`src/rtl/miriscv_lsu.sv`:
```
// Load-store unit: core load/store request to single-cycle-latency RAM data port.
// Optional misaligned-access detection when LSU_MISALIGN_EXC_EN is defined.
module miriscv_lsu (
    input  logic        clk,
    input  logic        rst_i,
    input  logic        lsu_req_i,
    input  logic        lsu_we_i,
    input  logic [2:0]  lsu_size_i,
    input  logic [31:0] lsu_addr_i,
    input  logic [31:0] lsu_data_i,
    output logic [31:0] lsu_data_o,
    output logic        lsu_stall_req_o,
`ifdef LSU_MISALIGN_EXC_EN
    output logic        lsu_misalign_o,
`endif
    output logic        data_req_o,
    output logic        data_we_o,
    output logic [3:0]  data_be_o,
    output logic [31:0] data_addr_o,
    output logic [31:0] data_wdata_o,
    input  logic [31:0] data_rdata_i
);

    typedef enum logic {S_IDLE, S_WAIT} state_e;
    typedef enum logic [1:0] {SZ_B, SZ_H, SZ_W} size_e;

    function automatic size_e decode_size(input logic [2:0] f);
        case (f)
            3'b000, 3'b100: return SZ_B;
            3'b001, 3'b101: return SZ_H;
            default:        return SZ_W;  // 010 and the undefined encodings
        endcase
    endfunction

    state_e     state_q, state_d;
    size_e      size_q, size_d;
    logic [1:0] off_q, off_d;
    logic       uns_q, uns_d;
    logic       we_q, we_d;
    logic       mis_cur;
`ifdef LSU_MISALIGN_EXC_EN
    logic       mis_q, mis_d;
`endif

    size_e       req_size;
    logic [4:0]  rd_shift;
    logic [31:0] rd_shifted;

    assign req_size   = decode_size(lsu_size_i);
    assign rd_shift   = (size_q == SZ_H) ? {off_q[1], 4'b0000} : {off_q, 3'b000};
    assign rd_shifted = data_rdata_i >> rd_shift;

`ifdef LSU_MISALIGN_EXC_EN
    assign mis_cur = ((req_size == SZ_H) && lsu_addr_i[0]) ||
                     ((req_size == SZ_W) && (lsu_addr_i[1:0] != 2'b00));
`else
    assign mis_cur = 1'b0;
`endif

    // NOTE: every output and next-state variable gets a default before the case,
    // so no path through this block can leave one unassigned and infer a latch.
    always_comb begin
        state_d         = state_q;
        size_d          = size_q;
        off_d           = off_q;
        uns_d           = uns_q;
        we_d            = we_q;
`ifdef LSU_MISALIGN_EXC_EN
        mis_d           = mis_q;
        lsu_misalign_o  = 1'b0;
`endif
        lsu_data_o      = 32'h0;
        lsu_stall_req_o = 1'b0;
        data_req_o      = 1'b0;
        data_we_o       = 1'b0;
        data_be_o       = 4'b0000;
        data_addr_o     = 32'h0;
        data_wdata_o    = 32'h0;

        // Outputs are combinational, so they are forced to zero while reset is held.
        if (!rst_i) begin
            case (state_q)
                S_IDLE: begin
                    if (lsu_req_i) begin
                        lsu_stall_req_o = 1'b1;
                        data_req_o      = ~mis_cur;
                        data_we_o       = lsu_we_i & ~mis_cur;
                        data_addr_o     = {lsu_addr_i[31:2], 2'b00};
                        data_be_o       = 4'b1111;
                        if (lsu_we_i) begin
                            case (req_size)
                                SZ_B: begin
                                    data_be_o    = 4'b0001 << lsu_addr_i[1:0];
                                    data_wdata_o = {4{lsu_data_i[7:0]}};
                                end
                                SZ_H: begin
                                    data_be_o    = lsu_addr_i[1] ? 4'b1100 : 4'b0011;
                                    data_wdata_o = {2{lsu_data_i[15:0]}};
                                end
                                default: data_wdata_o = lsu_data_i;
                            endcase
                        end
                        size_d  = req_size;
                        off_d   = lsu_addr_i[1:0];
                        uns_d   = lsu_size_i[2];
                        we_d    = lsu_we_i;
`ifdef LSU_MISALIGN_EXC_EN
                        mis_d   = mis_cur;
`endif
                        state_d = S_WAIT;
                    end
                end
                S_WAIT: begin
`ifdef LSU_MISALIGN_EXC_EN
                    lsu_misalign_o = mis_q;
                    if (!we_q && !mis_q) begin
`else
                    if (!we_q) begin
`endif
                        case (size_q)
                            SZ_B:    lsu_data_o = {{24{~uns_q & rd_shifted[7]}}, rd_shifted[7:0]};
                            SZ_H:    lsu_data_o = {{16{~uns_q & rd_shifted[15]}}, rd_shifted[15:0]};
                            default: lsu_data_o = data_rdata_i;
                        endcase
                    end
                    state_d = S_IDLE;
                end
                default: state_d = S_IDLE;
            endcase
        end
    end

    // NOTE: state registers use non-blocking assignments so every flop samples
    // values from before the edge, independent of process evaluation order.
    always_ff @(posedge clk or posedge rst_i) begin
        if (rst_i) begin
            state_q <= S_IDLE;
            size_q  <= SZ_W;
            off_q   <= 2'b00;
            uns_q   <= 1'b0;
            we_q    <= 1'b0;
`ifdef LSU_MISALIGN_EXC_EN
            mis_q   <= 1'b0;
`endif
        end else begin
            state_q <= state_d;
            size_q  <= size_d;
            off_q   <= off_d;
            uns_q   <= uns_d;
            we_q    <= we_d;
`ifdef LSU_MISALIGN_EXC_EN
            mis_q   <= mis_d;
`endif
        end
    end

endmodule

```
`config.mk`:
```
export PLATFORM = sky130hd
export DESIGN_NAME = miriscv_lsu
export DESIGN_NICKNAME = d
export VERILOG_FILES = /design/src/rtl/miriscv_lsu.sv
export SDC_FILE = /design/constraint.sdc
export NUM_CORES = 1
export LEC_CHECK = 0
export CORE_ASPECT_RATIO = 1.5
export CORE_MARGIN = 10
export CORE_UTILIZATION = 33
export CTS_CLUSTER_SIZE = 40
export DETAILED_ROUTE_END_ITERATION = 16
export HOLD_SLACK_MARGIN = 0.15
export PLACE_DENSITY = 0.92
export SETUP_SLACK_MARGIN = 0.5
export SYNTH_ARGS = -nofsm -noshare
export SYNTH_HDL_FRONTEND = slang
export SYNTH_SLANG_ARGS = --single-unit
```
`constraint.sdc`:
```
create_clock -name clk -period 3.65 [get_ports clk]
set_clock_uncertainty 0.2 [all_clocks]
set_input_delay 0.365 -clock clk [delete_from_list [all_inputs] [get_ports clk]]
set_output_delay 0.365 -clock clk [all_outputs]
set_load 0.02 [all_outputs]
```
== Word-level counts from Yosys, hierarchy flattened ==
Cells that the tools add are included.

* $add $sub $neg: 0
* Multipliers: 0
* Divide/modulo/power cells: 0
* Order comparisons: 0
* Eq/ne operators: 5
* Shift-type cells: 2
* Multiplexer cells: 27
* Bitwise gates (word level): 5
* Reduce and logical (&&, ||, !) cells: 6

{| class="wikitable"
|+ Operators with widths
! operator !! number
|-
| two-way mux 32 bit || 10
|-
| case mux 32 bit (2 select lines) || 2
|-
| right shift 32 x 5 -> 16 bit || 1
|-
| two-way mux 4 bit || 6
|-
| case mux 4 bit (2 select lines) || 1
|-
| equality test 3 bit, second input constant || 2
|-
| two-way mux 1 bit || 6
|-
| equality test 2 x 1 -> 1 bit, second input constant || 2
|-
| zero test 2 bit || 2
|-
| case mux 2 bit (2 select lines) || 1
|-
| OR reduction 2 bit || 2
|-
| left shift 1 x 2 -> 4 bit, first input constant || 1
|-
| equality test 3 x 1 -> 1 bit, second input constant || 1
|-
| zero test 3 bit || 1
|-
| NOT 1 bit || 3
|-
| AND reduction 3 bit || 1
|-
| AND 1 bit || 2
|-
| case mux 1 bit (2 select lines) || 1
|}

* Register bits after elaboration: 7
* Latch bits: 0
* Memory bits (writable): 0
* ROM bits: 0
* Input port bits: 103
* Output and inout port bits: 103
* Word-level logic and storage cells: 50
* Memories kept: 0

== Depth between registers and ports, before layout ==
* Depth in word-level cells: 9
* Mapped depth: 7
* Gate-level depth less buffers: 5

== Worst setup path before layout ==
No wires, ideal clock.

* Path kind: reg-to-output
* From: register size_q[1]
* To: output lsu_data_o[15]
* Arrival time: 1756 ps
* Path slack: 1329 ps
* Stages on the path, launching flop included: 5
* Path buffers: 2
* Cell sequence: dfstp_2 > buf_2 > clkbuf_1 > a21oi_1 > a221oi_1

* Longest elaborated chain between the ends: 8

{| class="wikitable"
|+ RTL lines
! element !! line !! RTL
|-
| from (decl) || 36 || <nowiki>size_e size_q, size_d;</nowiki>
|-
| from (signal assigned) || 147 || <nowiki>size_q <= size_d;</nowiki>
|-
| equality test 2 x 1 -> 1 bit || 50, 120 ||
|-
| two-way mux 4 bit || 50 || <nowiki>assign rd_shift = (size_q == SZ_H) ? {off_q[1], 4'b0000} : {off_q, 3'b000};</nowiki>
|-
| right shift 32 x 5 -> 16 bit || 51 || <nowiki>assign rd_shifted = data_rdata_i >> rd_shift;</nowiki>
|-
| AND 1 bit || 121 || <nowiki>SZ_B: lsu_data_o = {{24{~uns_q & rd_shifted[7]}}, rd_shifted[7:0]};</nowiki>
|-
| case mux 32 bit (2 select lines) (*) || 120 || <nowiki>case (size_q)</nowiki>
|-
| two-way mux 32 bit (*) || 118 || <nowiki>if (!we_q) begin</nowiki>
|-
| two-way mux 32 bit (*) || 82 || <nowiki>case (state_q)</nowiki>
|-
| two-way mux 32 bit (*) || 81 || <nowiki>if (!rst_i) begin</nowiki>
|-
| to (decl) || 11 || <nowiki>output logic [31:0] lsu_data_o,</nowiki>
|}

Mark *: on every way between the ends. The rest lies on a longest branch, timed or not.

== Worst setup path after layout ==
* From: register off_q[0]
* To: output lsu_data_o[16]

* Longest elaborated chain between the ends: 7

{| class="wikitable"
|+ RTL lines
! element !! line !! RTL
|-
| from (decl) || 37 || <nowiki>logic [1:0] off_q, off_d;</nowiki>
|-
| from (signal assigned) || 139 || <nowiki>off_q <= 2'b00;</nowiki>
|-
| from (signal assigned) || 148 || <nowiki>off_q <= off_d;</nowiki>
|-
| two-way mux 4 bit (*) || 50 ||
|-
| right shift 32 x 5 -> 16 bit (*) || 51 ||
|-
| AND 1 bit (on tied branches) || 122, 121 ||
|-
| case mux 32 bit (2 select lines) (*) || 120 ||
|-
| two-way mux 32 bit (*) || 118 ||
|-
| two-way mux 32 bit (*) || 82 ||
|-
| two-way mux 32 bit (*) || 81 ||
|}

Marked as above.

==> metrics.cfg <==
[outcome]
status = completed

[power_and_ir_drop]
peakVddDrop_mv = 0.110
leakage_uw = 0.00171
p_per_area_nw_per_um2 = 219

[yosys]
yosysSeqAreaShare = 0.0838
synth-compound-area-share = 0.261
syn-cell-area_um2 = 2110
synth-async-reset-ratio = 1.00
synth_common_cells = nor2_1 (37), and2_1 (30), nand2_1 (25)
muxShareOfSynthArea = 0.173
synth_xor_xnor_area_share = 0
avgSynthCellArea_um2 = 6.90
synth_top_cell_by_area = and2_1
synth_fa_ha_area_frac = 0
synth.most_common_cell = nor2_1
synth-edff-count = 0
netlist.area_leader.share = 0.0891
ys.warnings.count = 0
ys_seq_elements = 7
synth_simple_gate_area_frac = 0.367
synth_top_family_by_area = simple AND/OR/NAND/NOR gates
synth.area.top_cells = and2_1 (8.9%), mux2i_1 (8.6%), mux4_2 (7.5%)
syn_inst = 305
synth_cell_types = 36
ys.flop_type = dfrtp_1

[routing]
drt_iter0_markers = 141
first_pass_iters = 4
ant_nets = 0
drt-total-wl_um = 11700
vias = 3078
viasPerCell = 5.47
drc = 0
routedWlPerCell_um = 20.9

[floorplan]
start_util = 0.341
core_area_um2 = 6170
pin_count = 206
die-area_um2 = 10000
num_rows = 35
die_w_um = 85.2
die_y_um = 118

[placed_design]
io_buffers = 203
gp_congestion = 0.918
placement.cell_area_um2 = 4130
hpwl_um = 9700

[critical_path]
reg2reg_depth = 6
cp-end-kind = output port
start_kind = flip-flop
r2r-end = we_q
cp_data_required_time_ns = 3.08
worstPathMaxFanout = 15
worstReg2RegStart = state_q
r2r_setup_slack_ns = 2.18
critPathKind = flip-flop to output port
worstPathArrival_ns = 2.49

[final_layout]
stdcell_area_um2 = 4240
n_antenna_cell = 0
area_delta_synth_final_pct = 101
drive_gt1_frac = 0.104
fillers = 459
fin_nets = 593

[clocking]
cts-hold-fix-buffers = 0
insertion_delay_ns = 0.23
cts_buffer_depth = 2
cts.clk_slew.worst_paths_ns = 0.04
root_buffer = clkbuf_8
cts_made_buffers = 3
cts_tree = built
h-tree-depth = 1
clock-sinks = 7

[job]
max_cap_violations = 0

[timing]
final-hold-violation-count = 0
slew_violations = 0
tightest_slew_ns = 0.600
fin_setup_tns_ns = 0
min_period_ns = 3.05
rsz0062_at_grt = no
fmax_ghz = 0.328
setup_viol = 0
fin_crit_sh = 0.836
relSlewSlack = 0.598

[grt]
antenna_found_initial = 0
grt_overflow = 0
grt_max_degree = 48
grt_pass1_vias = 3375
grt_pass1_wl_um = 18300
grt.total_usage = 0.220

[worst_hold_path]
hold_path.class = input pin to asynchronous set/reset pin

## repair_timing
item	4_1_cts	5_1_grt
buffers inserted	0	1
cloned	0	0
pin swaps	0	1
setup endpoints to repair	66	28
resized for setup	5	8
## per-stage QoR
stage	hold slack, ns	util	setup WS [ns]	total power, uW	cells
floorplan	-0.00287	-	1.33	511	306
global placement	0.322	0.670	0.460	769	558
detailed placement	0.334	0.670	0.386	785	558
CTS	0.153	0.679	0.547	910	562
global route	0.188	0.687	0.471	988	563
finish	0.161	0.687	0.599	928	563
## logic make-up after synthesis
group                  count (synthesis)
other                                  1
buffers and inverters                 50
DFF                                    7
muxes                                 27
AOI/OAI and AO/OA                     78
and+or+nand+nor                      142
## worst max path at each step
stage                    startpoint              end  slack [ns]  depth (start not counted)
global placement              rst_i  data_wdata_o[2]        0.46                          7
finish                     off_q[0]   lsu_data_o[16]        0.60                          6
CTS                   lsu_size_i[1]  data_wdata_o[8]        0.55                          5
global route               off_q[0]   lsu_data_o[16]        0.47                          6
floorplan                 size_q[1]   lsu_data_o[15]        1.33                          4
detailed placement  data_rdata_i[7]   lsu_data_o[17]        0.39                          6
## cell usage in the layout, fill, tap and decap left out, drive strengths merged, types with 6 or more instances in the layout
cell type	n
clkdlybuf4s50	198
nor2	37
and2	31
nand2	26
o21ai	23
a21oi	23
mux2i	20
nor2b	18
inv	17
nor3	17
and3	9
buf	9
a211o	8
a221oi	8
a211oi	7
mux4	7
o2bb2ai	7
dfrtp	6
## critical path, stage by stage, from the launching register on
cell             delay [ns]
dfrtp_2                0.53
nor2_1                 0.19
mux2i_1                0.34
a21oi_4                0.11
buf_12                 0.17
nor3_1                 0.25
clkdlybuf4s50_1        0.66
## where the power goes
group          internal [uW]  switching [uW]  leakage, uW
clock network           74.2            37.7    0.0000255
registers               93.6            25.9    0.0000830
logic                    341             356      0.00160
total                    509             420      0.00171
## layout make-up
type	count	area [um2]	area share
clock buffers	3	41.3	0.00974
clock inverters	1	5.00	0.00118
inverters	17	63.8	0.0151
multi-input cells	249	1720	0.405
flip-flops and latches	7	179	0.0422
well taps	74	92.6	0.0218
repair buffers	212	2140	0.505
## sequential cells by signal, summed over array words and instances, names as in the netlist
| name | flops |
|---|---|
| size_q | 2 |
| uns_q | 1 |
| off_q | 2 |
| we_q | 1 |
| state_q | 1 |
## per-layer routing
layer	wire (um)	GRT usage
met1	3980	0.217
met2	5740	0.384
met3	1650	0.109
met4	371	0.0713
met5	0	0
(Power assumes the default switching activity.)
